<file path="config.mk">
export PLATFORM = sky130hd
export DESIGN_NAME = mips_lite_fetch_ctrl
export DESIGN_NICKNAME = d
export VERILOG_FILES = /design/src/rtl/mips_lite_pkg.sv /design/src/rtl/mips_lite_instr_decode.sv /design/src/rtl/mips_lite_fetch_ctrl.sv
export SDC_FILE = /design/constraint.sdc
export NUM_CORES = 1
export LEC_CHECK = 0
export CORE_ASPECT_RATIO = 1.4
export CORE_MARGIN = 5
export CORE_UTILIZATION = 30
export DETAILED_ROUTE_END_ITERATION = 7
export SETUP_SLACK_MARGIN = 0.1
export SLEW_MARGIN = 5
export SYNTH_ARGS = -nofsm -noshare
export SYNTH_HDL_FRONTEND = slang
export SYNTH_HIERARCHICAL = 1
export SYNTH_SLANG_ARGS = --single-unit
</file>
<file path="constraint.sdc">
create_clock -name clk -period 1.9 [get_ports clk]
set_input_delay 0.19 -clock clk [delete_from_list [all_inputs] [get_ports clk]]
set_output_delay 0.19 -clock clk [all_outputs]
set_load 0.02 [all_outputs]
</file>
<file path="src/rtl/mips_lite_pkg.sv">
// Shared types and constants for the MIPS_Lite fetch/decode/control sequencer.
// Instruction layout: op[15:13] rs[12:10] rt[9:7] rd[6:4] ls_we[3] reserved[2:0].
package mips_lite_pkg;

    localparam int INSTR_W = 16;

    localparam logic [2:0]         OP_LS      = 3'b111;
    localparam logic [INSTR_W-1:0] HALT_INSTR = 16'hFFFF;

    localparam int OP_MSB    = 15;
    localparam int OP_LSB    = 13;
    localparam int RS_MSB    = 12;
    localparam int RS_LSB    = 10;
    localparam int RT_MSB    = 9;
    localparam int RT_LSB    = 7;
    localparam int RD_MSB    = 6;
    localparam int RD_LSB    = 4;
    localparam int LS_WE_BIT = 3;

    localparam logic WB_ALU = 1'b0;
    localparam logic WB_MEM = 1'b1;

    typedef enum logic [2:0] {
        ST_IDLE   = 3'd0,
        ST_FETCH  = 3'd1,
        ST_DECODE = 3'd2,
        ST_EXEC   = 3'd3,
        ST_MEM    = 3'd4,
        ST_WB     = 3'd5,
        ST_HALT   = 3'd6
    } state_e;

    typedef struct packed {
        logic [2:0] op;
        logic [2:0] rs;
        logic [2:0] rt;
        logic [2:0] rd;
        logic       ls_we;
        logic       is_halt;
        logic       is_ls;
        logic       is_store;
    } decoded_t;

endpackage

</file>
<file path="src/rtl/mips_lite_instr_decode.sv">
// Combinational field extractor for a MIPS_Lite instruction word.
// The halt word shares op=3'b111 with load/save, so is_ls excludes it.
module mips_lite_instr_decode
    import mips_lite_pkg::*;
(
    input  logic [INSTR_W-1:0] instr_i,
    output decoded_t           dec_o
);

    always_comb begin
        dec_o          = '0;
        dec_o.op       = instr_i[OP_MSB:OP_LSB];
        dec_o.rs       = instr_i[RS_MSB:RS_LSB];
        dec_o.rt       = instr_i[RT_MSB:RT_LSB];
        dec_o.rd       = instr_i[RD_MSB:RD_LSB];
        dec_o.ls_we    = instr_i[LS_WE_BIT];
        dec_o.is_halt  = (instr_i == HALT_INSTR);
        dec_o.is_ls    = (instr_i[OP_MSB:OP_LSB] == OP_LS) && !dec_o.is_halt;
        dec_o.is_store = dec_o.is_ls && instr_i[LS_WE_BIT];
    end

endmodule

</file>
<file path="src/rtl/mips_lite_fetch_ctrl.sv">
// Multicycle fetch/decode/control sequencer feeding the MIPS_Lite register file.
// State | meaning
//   IDLE   | waiting for start
//   FETCH  | imem_req high, waiting for imem_ack
//   DECODE | IR decoded, register indices latched
//   EXEC   | register file / ALU settle
//   MEM    | dmem_req high, waiting for dmem_ack
//   WB     | one-cycle reg_write strobe
//   HALT   | absorbing until reset
module mips_lite_fetch_ctrl
    import mips_lite_pkg::*;
#(
    parameter int PC_W = 8
) (
    input  logic                clk,
    input  logic                rst,
    input  logic                start,
    output logic                imem_req,
    output logic [PC_W-1:0]     imem_addr,
    input  logic                imem_ack,
    input  logic [INSTR_W-1:0]  imem_data,
    output logic                dmem_req,
    output logic                dmem_we,
    input  logic                dmem_ack,
    output logic [2:0]          ALU_op,
    output logic [2:0]          rs_in,
    output logic [2:0]          rt_in,
    output logic [2:0]          rd_in,
    output logic                reg_write,
    output logic                wb_sel,
    output logic                busy,
    output logic                halted
);

    state_e               state_q, state_d;
    logic [PC_W-1:0]      pc_q, pc_d;
    logic [INSTR_W-1:0]   ir_q, ir_d;
    logic [2:0]           alu_op_q, alu_op_d;
    logic [2:0]           rs_q, rs_d;
    logic [2:0]           rt_q, rt_d;
    logic [2:0]           rd_q, rd_d;
    logic                 wb_sel_q, wb_sel_d;
    logic                 imem_req_q, imem_req_d;
    logic                 dmem_req_q, dmem_req_d;
    logic                 dmem_we_q, dmem_we_d;
    logic                 reg_write_q, reg_write_d;
    logic                 busy_q, busy_d;
    logic                 halted_q, halted_d;
    decoded_t             dec;

    mips_lite_instr_decode u_decode (
        .instr_i (ir_q),
        .dec_o   (dec)
    );

    always_ff @(posedge clk or negedge rst) begin
        if (!rst) begin
            state_q     <= ST_IDLE;
            pc_q        <= '0;
            ir_q        <= '0;
            alu_op_q    <= '0;
            rs_q        <= '0;
            rt_q        <= '0;
            rd_q        <= '0;
            wb_sel_q    <= WB_ALU;
            imem_req_q  <= 1'b0;
            dmem_req_q  <= 1'b0;
            dmem_we_q   <= 1'b0;
            reg_write_q <= 1'b0;
            busy_q      <= 1'b0;
            halted_q    <= 1'b0;
        end else begin
            state_q     <= state_d;
            pc_q        <= pc_d;
            ir_q        <= ir_d;
            alu_op_q    <= alu_op_d;
            rs_q        <= rs_d;
            rt_q        <= rt_d;
            rd_q        <= rd_d;
            wb_sel_q    <= wb_sel_d;
            imem_req_q  <= imem_req_d;
            dmem_req_q  <= dmem_req_d;
            dmem_we_q   <= dmem_we_d;
            reg_write_q <= reg_write_d;
            busy_q      <= busy_d;
            halted_q    <= halted_d;
        end
    end

    always_comb begin
        state_d  = state_q;
        pc_d     = pc_q;
        ir_d     = ir_q;
        alu_op_d = alu_op_q;
        rs_d     = rs_q;
        rt_d     = rt_q;
        rd_d     = rd_q;
        wb_sel_d = wb_sel_q;

        case (state_q)
            ST_IDLE: begin
                if (start) state_d = ST_FETCH;
            end
            ST_FETCH: begin
                if (imem_ack) begin
                    ir_d    = imem_data;
                    pc_d    = pc_q + 1'b1;
                    state_d = ST_DECODE;
                end
            end
            ST_DECODE: begin
                alu_op_d = dec.op;
                rs_d     = dec.rs;
                rt_d     = dec.rt;
                rd_d     = dec.rd;
                if (dec.is_halt)    state_d = ST_HALT;
                else if (dec.is_ls) state_d = ST_MEM;
                else                state_d = ST_EXEC;
            end
            ST_EXEC: begin
                wb_sel_d = WB_ALU;
                state_d  = ST_WB;
            end
            ST_MEM: begin
                if (dmem_ack) begin
                    if (dec.is_store) begin
                        state_d = ST_FETCH;
                    end else begin
                        wb_sel_d = WB_MEM;
                        state_d  = ST_WB;
                    end
                end
            end
            ST_WB:   state_d = ST_FETCH;
            ST_HALT: state_d = ST_HALT;
            default: state_d = ST_IDLE;
        endcase
    end

    // Outputs are registered from the next state so they line up with state_q.
    always_comb begin
        imem_req_d  = (state_d == ST_FETCH);
        dmem_req_d  = (state_d == ST_MEM);
        dmem_we_d   = (state_d == ST_MEM) && dec.ls_we;
        reg_write_d = (state_d == ST_WB);
        busy_d      = (state_d != ST_IDLE) && (state_d != ST_HALT);
        halted_d    = (state_d == ST_HALT);
    end

    assign imem_req  = imem_req_q;
    assign imem_addr = pc_q;
    assign dmem_req  = dmem_req_q;
    assign dmem_we   = dmem_we_q;
    assign ALU_op    = alu_op_q;
    assign rs_in     = rs_q;
    assign rt_in     = rt_q;
    assign rd_in     = rd_q;
    assign reg_write = reg_write_q;
    assign wb_sel    = wb_sel_q;
    assign busy      = busy_q;
    assign halted    = halted_q;

endmodule

</file>
Word-level counts from Yosys, hierarchy flattened
Cells that the tools add are included.
{"block": "op_classes", "n_mux": 10, "n_reduce_logical": 10, "n_eq_ne": 15, "n_addsub": 1}
{"op": "3-bit equality test (second input constant)", "n": 7}
{"op": "3-bit one-hot mux with 7 select lines", "n": 1}
{"op": "3-bit two-way mux", "n": 6}
{"op": "16-bit equality test (second input constant)", "n": 1}
{"op": "8-bit by 1-bit adder with 8-bit output (second input constant)", "n": 1}
{"op": "3-bit by 1-bit equality test with 1-bit output (second input constant)", "n": 2}
{"op": "3-bit by 2-bit equality test with 1-bit output (second input constant)", "n": 2}
{"op": "1-bit logical AND", "n": 4}
{"op": "2-bit != test (second input constant)", "n": 2}
{"op": "3-bit zero test", "n": 1}
{"op": "3-bit != test (second input constant)", "n": 1}
{"op": "3-bit AND reduction", "n": 1}
{"op": "3-bit nonzero test", "n": 1}
{"op": "1-bit two-way mux", "n": 2}
{"op": "1-bit one-hot mux with 2 select lines", "n": 1}
{"op": "2-bit AND reduction", "n": 1}
{"op": "2-bit nonzero test", "n": 1}
{"op": "1-bit zero test", "n": 1}
{"block": "word_totals", "inputBits": 21, "ff_bits": 46, "out_inout_bits": 27}

Logic depth before layout (Yosys ltp)
{"block": "depth", "ltp_word": 9, "mapped_depth": 7, "depth_no_buf": 7}

Hierarchy
The synthesis kept the hierarchy.
{"module": "mips_lite_fetch_ctrl", "n_inst": 1, "seq_area_each_um2": 1151.1, "area_each_um2": 1868.0, "cells_each": 126}
{"module": "mips_lite_instr_decode", "n_inst": 1, "seq_area_each_um2": 0.0, "area_each_um2": 161.4, "cells_each": 23}

Worst setup path after synthesis
OpenSTA, ideal clock, no wires.
{"block": "synth_path", "kind": "reg2reg", "from": "reg ir_q[6]", "to": "reg dmem_we_q, in the netlist dmem_we", "setup_time_ps": 120, "stages_incl_launch_ff": 8, "arrival_ps": 1592, "setup_slack_ps": 188, "cell_sequence": "dfrtp_1 nand4_1 nor4_2 a21oi_1 nor3_1 a21oi_1 o221a_2 and3_1"}
{"item": "from (decl)", "line": "mips_lite_fetch_ctrl.sv:37", "text": "logic [INSTR_W-1:0] ir_q, ir_d;"}
{"item": "from (signal assigned)", "line": "mips_lite_fetch_ctrl.sv:75", "text": "ir_q <= ir_d;"}
{"item": "to (signal assigned)", "line": "mips_lite_fetch_ctrl.sv:83", "text": "dmem_we_q <= dmem_we_d;"}
{"item": "to (decl)", "line": "mips_lite_fetch_ctrl.sv:45", "text": "logic dmem_we_q, dmem_we_d;"}

==> metrics.md <==
| Metric | Value |
|---|---|
| First-pass GRT wire length | ~6.6 mm |
| Post-Syn Area | roughly 0.0020 sq mm |
| Total global routing overflow | 0 |
| Number of diodes | 0 |
| Via density | about 4.7 |
| Commonest cells after routing, fill and taps aside | dfrtp_1, clkdlybuf4s50_1, mux2_2, buf_4 |
| Max Root-Sink Buffers | 2 |
| Post-route ant nets | 0 |
| Cells after DPL | about 260 |
| Crit path max fanout | 6 |
| Clk_lat worst skew | a little under 0.3 ns |
| Initial DRT Pass Iterations | 4 |
| Die height | 107 um |
| Syn nets | ~170 |
| Worst Tran Pin Value | 0.556 ns |
| Via count | 1284 |
| Sw Pwr | between 0.0015 and 0.002 W |
| Placer Congestion | between 0.7 and 0.8 |
| Final Hold Vio Count | 0 |
| Tcrit/Tclk final | 0.979 |
| Switching Share | 0.342 |
| Initial antenna violation count | 0 |
| DP HPWL | between 2 and 3 mm |
| Row count | 35 |
| H-tree levels | 2 |
| Fmax | between 0.5 and 0.6 GHz |
| Die X | around 80 um |
| CP Cell Sequence | nand4_1, nor4_4, buf_4, a21oi_2, nor3_2, a21oi_1, o221a_2, and3_1 |
| Final Non-Filler Cells | around 270 |
| Crit end category | flop |
| Layout cells sized above 1 | 0.335 |
| Yosys reg bits | 46 |
| Outcome | finished clean |
| RSZ-0062 raised after global routing | yes |
| Lkg Pwr | about 1.2 nW |
| Drt wl/cell | about 15 um |
| Count of cell types in the netlist | 37 |
| Syn avg cell area | roughly 14 sq um |
| Vias in the first global route | 1312 |
| Top post-synthesis cells by area | dfrtp_1, mux2_2, buf_4, xnor2_1, nand4_1 |
| CTS buffer count | 5 |
| Clock skew | ~0.003 ns |
| Worst path max stage delay | about 0.37 ns |
| Slew margin rel. | 0.630 |
| Root Driver | clkbuf_8 |
| Pint | 0.00295 W |
| Initial Util | 0.309 |
| Slew Viols, Final | 0 |
| Die area | about 0.0085 sq mm |
| Sequential fraction of the synthesis area | 0.567 |
| FF-to-FF setup slack | ~0.04 ns |
| Worst EP arrival | just over 2 ns |
| Reg-to-reg endpoint | dmem_we |
| Area Overhead vs Synth | 35.0% |
| Synth warnings | 6 |
| Gate power share | 0.457 |
| Crit path kind | flop to flop |
| PwrDens | around 1600 mW/mm^2 |
| TritonCTS clock tree | built |
| Nets@finish | ~220 |
| Finished Core Util | 0.417 |
| Clock power share | 0.157 |
| Reg power frac | 0.386 |
| Post-Syn Instances | 149 |
| Period minus WS final | approximately 1.9 ns |
| Core ar. | 0.00657 sq mm |
| Critical Path Start Type | flop |
| Clock-pin slew on the worst setup and hold paths | roughly 0.080 ns |
| Most area-hungry cell type in the Yosys netlist | dfrtp_1 |
| I/O Pins | 48 |
| Residual DRC count | 0 |
| Maxcap violations | 0 |
| VDD IR max | 664 uV |
| R2R cell count | 8 |
| Final setup viols | 0 |
| Worst hold path type | input port to async pin |
| Top cell type's share of synthesized area | 0.567 |
| Slowest cell on crit path | dfrtp_1 |
| GRT Overall Usage | 0.0999 |
| Routed WL | 4.02 mm |
| Clock Sinks | 46 |
| Largest net degree at the start of global routing | 25 |
| Iteration-0 DRC Markers | 27 |
| Crit path required time | 2.09 ns |
| Port buffer count | 47 |
| Reg-to-reg critical path startpoint | ir_q[4] |
critical path: cells and delay by family (launching register included):
kind,cells,cell delay (ns)
simple gates,4,0.75
buf+inv,1,0.16
flops,1,0.37
compound gates,3,0.49
area by class of cell:
class	instances	area (sq um)
sequential	46	1150
clock inverter	1	30.0
timing repair buffer	61	598
multi-input combinational	81	776
inverter	4	15.0
clock buffer	7	76.3
fill	645	3830
tap	74	92.6
cell usage after synthesis:
master,number
a211o_1,1
a21boi_0,1
a21oi_1,3
a31oi_1,1
and2_1,1
and2b_1,1
and3_1,2
and3b_1,1
and4_4,1
and4bb_4,1
buf_2,1
buf_4,16
buf_6,1
dfrtp_1,46
ha_1,1
inv_1,4
mux2_2,29
nand2_1,3
nand2b_2,1
nand3_1,1
nand3_2,2
nand4_1,4
nor2_1,3
nor2b_1,1
nor3_1,3
nor3_2,1
nor3b_1,2
nor3b_2,2
nor4_2,1
o21ai_0,2
o21ai_1,1
o21ba_2,1
o21bai_4,1
o221a_2,1
o22ai_1,1
xnor2_1,5
xor2_1,2
power by group through the flow:
| stage | sequential [W] | combinational (W) | clock [W] |
|---|---|---|---|
| 2_1_floorplan | 0.00197 | 0.00108 | 0 |
| 3_3_place_gp | 0.00176 | 0.00185 | 0 |
| 3_5_place_dp | 0.00177 | 0.00188 | 0 |
| 4_1_cts | 0.00175 | 0.00192 | 0.000735 |
| 5_1_grt | 0.00181 | 0.00222 | 0.000774 |
| 6_report | 0.00173 | 0.00205 | 0.000704 |
what timing repair did:
action,CTS,global route
endpoints found under the setup margin,6,7
buffers inserted,1,6
pin swaps,2,5
gates cloned,0,0
hold buffers,1,0
hold endpoints to repair,22,0
gates resized for setup,4,7
metal layers:
layer,vias to the layer above,GRT usage,wire length [um]
li1,608,-,-
met1,644,0.122,1610
met4,0,0.0369,56
met3,4,0.0235,179
met2,28,0.170,2180
met5,-,0,0
per-stage QoR:
stage	hold WS [ns]	setup slack, ns	TNS (ns)	total power (W)	instance area [sq um]
6_report	0.422	0.0403	0	0.00449	2740
5_1_grt	0.495	-0.122	-0.576	0.00481	2740
4_1_cts	0.441	0.0461	0	0.00440	2670
3_5_place_dp	0.211	-0.0556	-0.104	0.00364	2520
3_3_place_gp	0.213	0.0366	0	0.00361	2520
2_1_floorplan	-0.106	0.188	0	0.00305	2030
sequential cells by signal, indices dropped and copies added (netlist names):
| name | cells |
|---|---|
| rd_in | 3 |
| dmem_req | 1 |
| rt_in | 3 |
| busy | 1 |
| rs_in | 3 |
| halted | 1 |
| reg_write | 1 |
| imem_addr | 8 |
| ALU_op | 3 |
| wb_sel | 1 |
| ir_q | 16 |
| state_q | 3 |
| imem_req | 1 |
| dmem_we | 1 |
logic make-up after synthesis:
| kind of cell | count (synthesis) | share of synthesized area |
|---|---|---|
| AO/OA/AOI/OAI | 13 | 0.0487 |
| multiplexers | 29 | 0.161 |
| adder cells (fa/ha/maj) | 1 | 0.00616 |
| flip-flops | 46 | 0.567 |
| buffers and inverters | 22 | 0.0746 |
| XOR/XNOR | 7 | 0.0302 |
| AND/OR/NAND/NOR | 31 | 0.112 |
how the worst max path moves through the flow:
stage / from / endpoint
after global routing: ir_q[4] / dmem_we
after CTS: ir_q[11] / dmem_we
after global placement: ir_q[5] / dmem_we
after floorplan: ir_q[6] / dmem_we
final: ir_q[4] / dmem_we
after detailed placement: ir_q[5] / dmem_we
Note: power is estimated with default switching activity, not from simulation.
==> RTL change 1, RTL diff (same settings) <==
`pc_q` and `ir_q` no longer have a reset.
--- a/src/rtl/mips_lite_fetch_ctrl.sv
+++ b/src/rtl/mips_lite_fetch_ctrl.sv
@@ -57,6 +57,4 @@
         if (!rst) begin
             state_q     <= ST_IDLE;
-            pc_q        <= '0;
-            ir_q        <= '0;
             alu_op_q    <= '0;
             rs_q        <= '0;
@@ -72,6 +70,4 @@
         end else begin
             state_q     <= state_d;
-            pc_q        <= pc_d;
-            ir_q        <= ir_d;
             alu_op_q    <= alu_op_d;
             rs_q        <= rs_d;
@@ -86,4 +82,9 @@
             halted_q    <= halted_d;
         end
+    end
+
+    always_ff @(posedge clk) begin
+        pc_q <= pc_d;
+        ir_q <= ir_d;
     end
 
Function: differs if rst is asserted again (counterexample within 4 cycles, from zero or initial values and one cycle with rst low); with rst held inactive, the same outputs for 10 cycles.
==> RTL change 1 against the original RTL <==
The run now ends with negative setup slack left. Die area fell by 6.4%. Wire length down 8.4%. Sequential cell count did not move. Sequential share of layout area rose by 8.3 points. Design area is 7.7% lower. Fmax is 2.7% lower. Power shrank 16%. Synthesized area fell by 7.2%. Highest routed layer unchanged. Clock skew decreased by 0.00069 ns. Sequential power is 5% lower. Via count is 11% lower. Setup slack worse by 0.051 ns. Final cell count down 9.1%. Critical endpoint is now busy.
==> RTL change 1: results (changes against the original RTL) <==
clock network power=0.000584 W (-17%); Non-clock buffer share=21.29% (-0.55 points); Layout fillers=562 (-13%); Signal inverters=6 (+2); Fin Setup TNS=-0.01036 ns (-0.01036 ns); sequential area share after synthesis=67.51% (+11 points); Metal-1 WL=1502 um (-6.7%); GR Util met2=16.59% (-0.38 points); CTS buffer count=5 (unchanged); WP data arrival=2.13 ns (+0.09 ns); final layout net count=198 (-10%); Clock transition at path regs=0.08 ns (about the same); first-pass GRT wire length=6085 um (-8.2%); fraction of area in multi-input gates=20.40% (-7.9 points); Vias per Instance=4.606 (-1.7%); commonest cells in the synthesized netlist=edfxtp_1, dfrtp_1, buf_4; slowest stage delay, CP=0.49 ns (+0.12 ns); Syn Nets=150 (-12%); Net Sw Frac=33.84% (-0.38 points); VDD IR max=0.6952 mV (+4.7%); max FFs per register=16 (unchanged); Max Used Layer=met4; PnR worst setup slack=-0.01036 ns (-0.05068 ns); CP Launch Point=ir_q[5]; Post-synth ARST share=47.83% (-52 points); Area contributors post-synth=edfxtp_1, dfrtp_1, mux2_2; DPL Wire Length=2728 um (-7.7%); comb_multi_in=61 (-25%); status=finished with violations; Port-buffer cells=47 (unchanged); worst rel slew slack=79.28% (+16 points); met3 WL=252 um (+41%); LEAKAGE=0.9662 nW (-17%); GPL Wtd Cong=0.8126 (+14%); FF+latch area=1271 sq um (+10%); Fin Clk Skew=0.002260 ns (-0.0006890 ns); area share of the largest cell type after synthesis=38.27% (-18 points); clock buf count=6 (-1); initial DRC count=63 (+130%); layout cell share with drive strength beyond 1=22.03% (-11 points); met3 GRT Util=3.733% (+1.4 points); clock sink count=46 (unchanged); post-CTS setup buffers=5 (+4); prevailing post-synth register cell=edfxtp_1; CP endpoint=busy; EDFF count, synth=24 (+24); worst-path fanout max=6 (unchanged); WL/cell=14.80 um (+0.79%); final total power=0.003757 W (-16%); met1 Usage GRT=10.70% (-1.5 points); length of routed met2 wiring=1880 um (-14%); combinational share of power=40.6% (-5.1 points); vias in the first global route=1286 (-2.0%); clk tree area frac=3.564% (-0.32 points); Non-clk bufs=56 (-8.2%); clock root cell=clkbuf_8; violated checks=negative setup slack; CP max-delay cell=or4_1; Finish-stage setup viols=1 (+1)
RTL change 1: changes by cell type in the layout (fill, tap and decap cells not counted), moves of 3 or more:
cell / unedited run / this run
dfrtp_1: 46 / 22
edfxtp_1: 0 / 24
mux2_2: 29 / 12
nand3_1: 1 / 4
RTL change 1: per-stage QoR:
step	setup WS, ns	instance area (sq um)	hold slack [ns]	instances
2_1_floorplan	0.1166	1883	-0.1056	128
3_3_place_gp	0.006735	2352	0.4875	235
3_5_place_dp	-0.05028	2352	0.4949	235
4_1_cts	0.0002447	2499	0.2578	248
5_1_grt	-0.09895	2527	0.2701	249
6_report	-0.01036	2527	0.2512	249
RTL change 1: logic make-up after synthesis:
logic type | after synthesis | share of synthesized area [%]
adders and majority gates | 1 | 0.6643
buffers and inverters | 21 | 7.242
and+or+nand+nor | 31 | 10.37
DFF | 46 | 67.51
muxes | 12 | 7.176
xor gates and xnor gates | 6 | 2.791
AOI/OAI and AO/OA | 11 | 4.252
==> RTL change 2, RTL diff (same flow settings) <==
Without the edit above. Reset style: synchronous (`rst`), changed in one clocked block.
--- a/src/rtl/mips_lite_fetch_ctrl.sv
+++ b/src/rtl/mips_lite_fetch_ctrl.sv
@@ -54,5 +54,5 @@
     );
 
-    always_ff @(posedge clk or negedge rst) begin
+    always_ff @(posedge clk) begin
         if (!rst) begin
             state_q     <= ST_IDLE;
Behaviour: differs if rst is asserted again (counterexample within 4 cycles, from zero or initial values and one cycle with rst low); with rst held inactive, the same outputs for 10 cycles.
==> RTL change 2 against the original RTL <==
Wire length up 3.2%. Global-route usage up 0.73 points. Setup slack gained 0.00055 ns. Design area decreased by 7.0%. Sequential cell count unchanged. Clock skew rose by 0.0062 ns. Die area shrank 5.7%. Synthesized area is 6.4% lower. Critical path type unchanged.
Power is not compared: it rests on default switching activity, and its combinational part moved more than twofold at a synthesized area within 25%.
==> RTL change 2: results (changes against the original RTL) <==
die area=8045 sq um (-5.7%); status=complete, no violations; worst-path fanout max=4 (-2); comb_multi_in=137 (+69%); layout cell share with drive strength beyond 1=12.50% (-21 points); slowest stage delay, CP=0.44 ns (+0.07 ns); routed wire length=4151 um (+3.2%); Post-Synth Adder-Cell Area=0.6588% (+0.042 points); fin cells=328 (+20%); FF+latch area=924.6 sq um (-20%); Area contributors post-synth=dfxtp_1, nand2_1, mux2i_1; dpl cells=317 (+23%); r2r startpoint=ir_q[0]; clk tree area frac=3.389% (-0.49 points); worst r2r dst=halted; final layout net count=277 (+25%); Syn Nets=233 (+36%); sequential area share after synthesis=48.48% (-8.2 points); count of different cell masters after synthesis=36 (-2.7%); Tightest Pin Transition=0.3928 ns (-0.1628 ns); area grow syn2layout=34.12%; Non-clock buffer share=23.08% (+1.2 points); vias in the first global route=1499 (+14%); Compound-Gate Fraction of Synth Area=9.157% (+4.3 points); Vias per Instance=4.595 (-2.0%); R2R depth=7 (-1); GPL Wtd Cong=0.7789 (+9.3%); commonest cells in the synthesized netlist=dfxtp_1, nand2_1, nor2_1; Hold Slack=0.4322 ns (+0.009939 ns); DPL Wire Length=2928 um (-0.94%); mux cell area share after synthesis=6.851% (-9.2 points); CP max-delay cell=or4_4; post-CTS setup buffers=2 (+1)
-- RTL change 2: cell types whose count changed after synthesis, sizes merged, moves of 13 or more --
cell   before  now
nand2       3   39
mux2       29    0
dfxtp       0   46
nor2        3   23
mux2i       0   13
dfrtp      46    0
a21oi       3   20
-- RTL change 2: how the worst max path moves through the flow --
| stage | startpoint | to | slack (ns) | depth (start not counted) |
|---|---|---|---|---|
| after floorplan | ir_q[8] | halted | 0.12 | 7 |
| after global placement | ir_q[11] | halted | 0.03 | 7 |
| after detailed placement | ir_q[11] | halted | -0.02 | 7 |
| after CTS | ir_q[0] | halted | 0.06 | 7 |
| after global routing | ir_q[11] | busy | -0.12 | 8 |
| final | ir_q[0] | halted | 0.04 | 7 |
-- RTL change 2: metal layers --
metal	global-route usage [%]	up-vias	part of all wire [%]
met1	13.24	680	45
met5	0	-	0
met3	2.773	5	4.4
met4	4.423	0	1.9
met2	17.47	39	49
li1	-	783	-
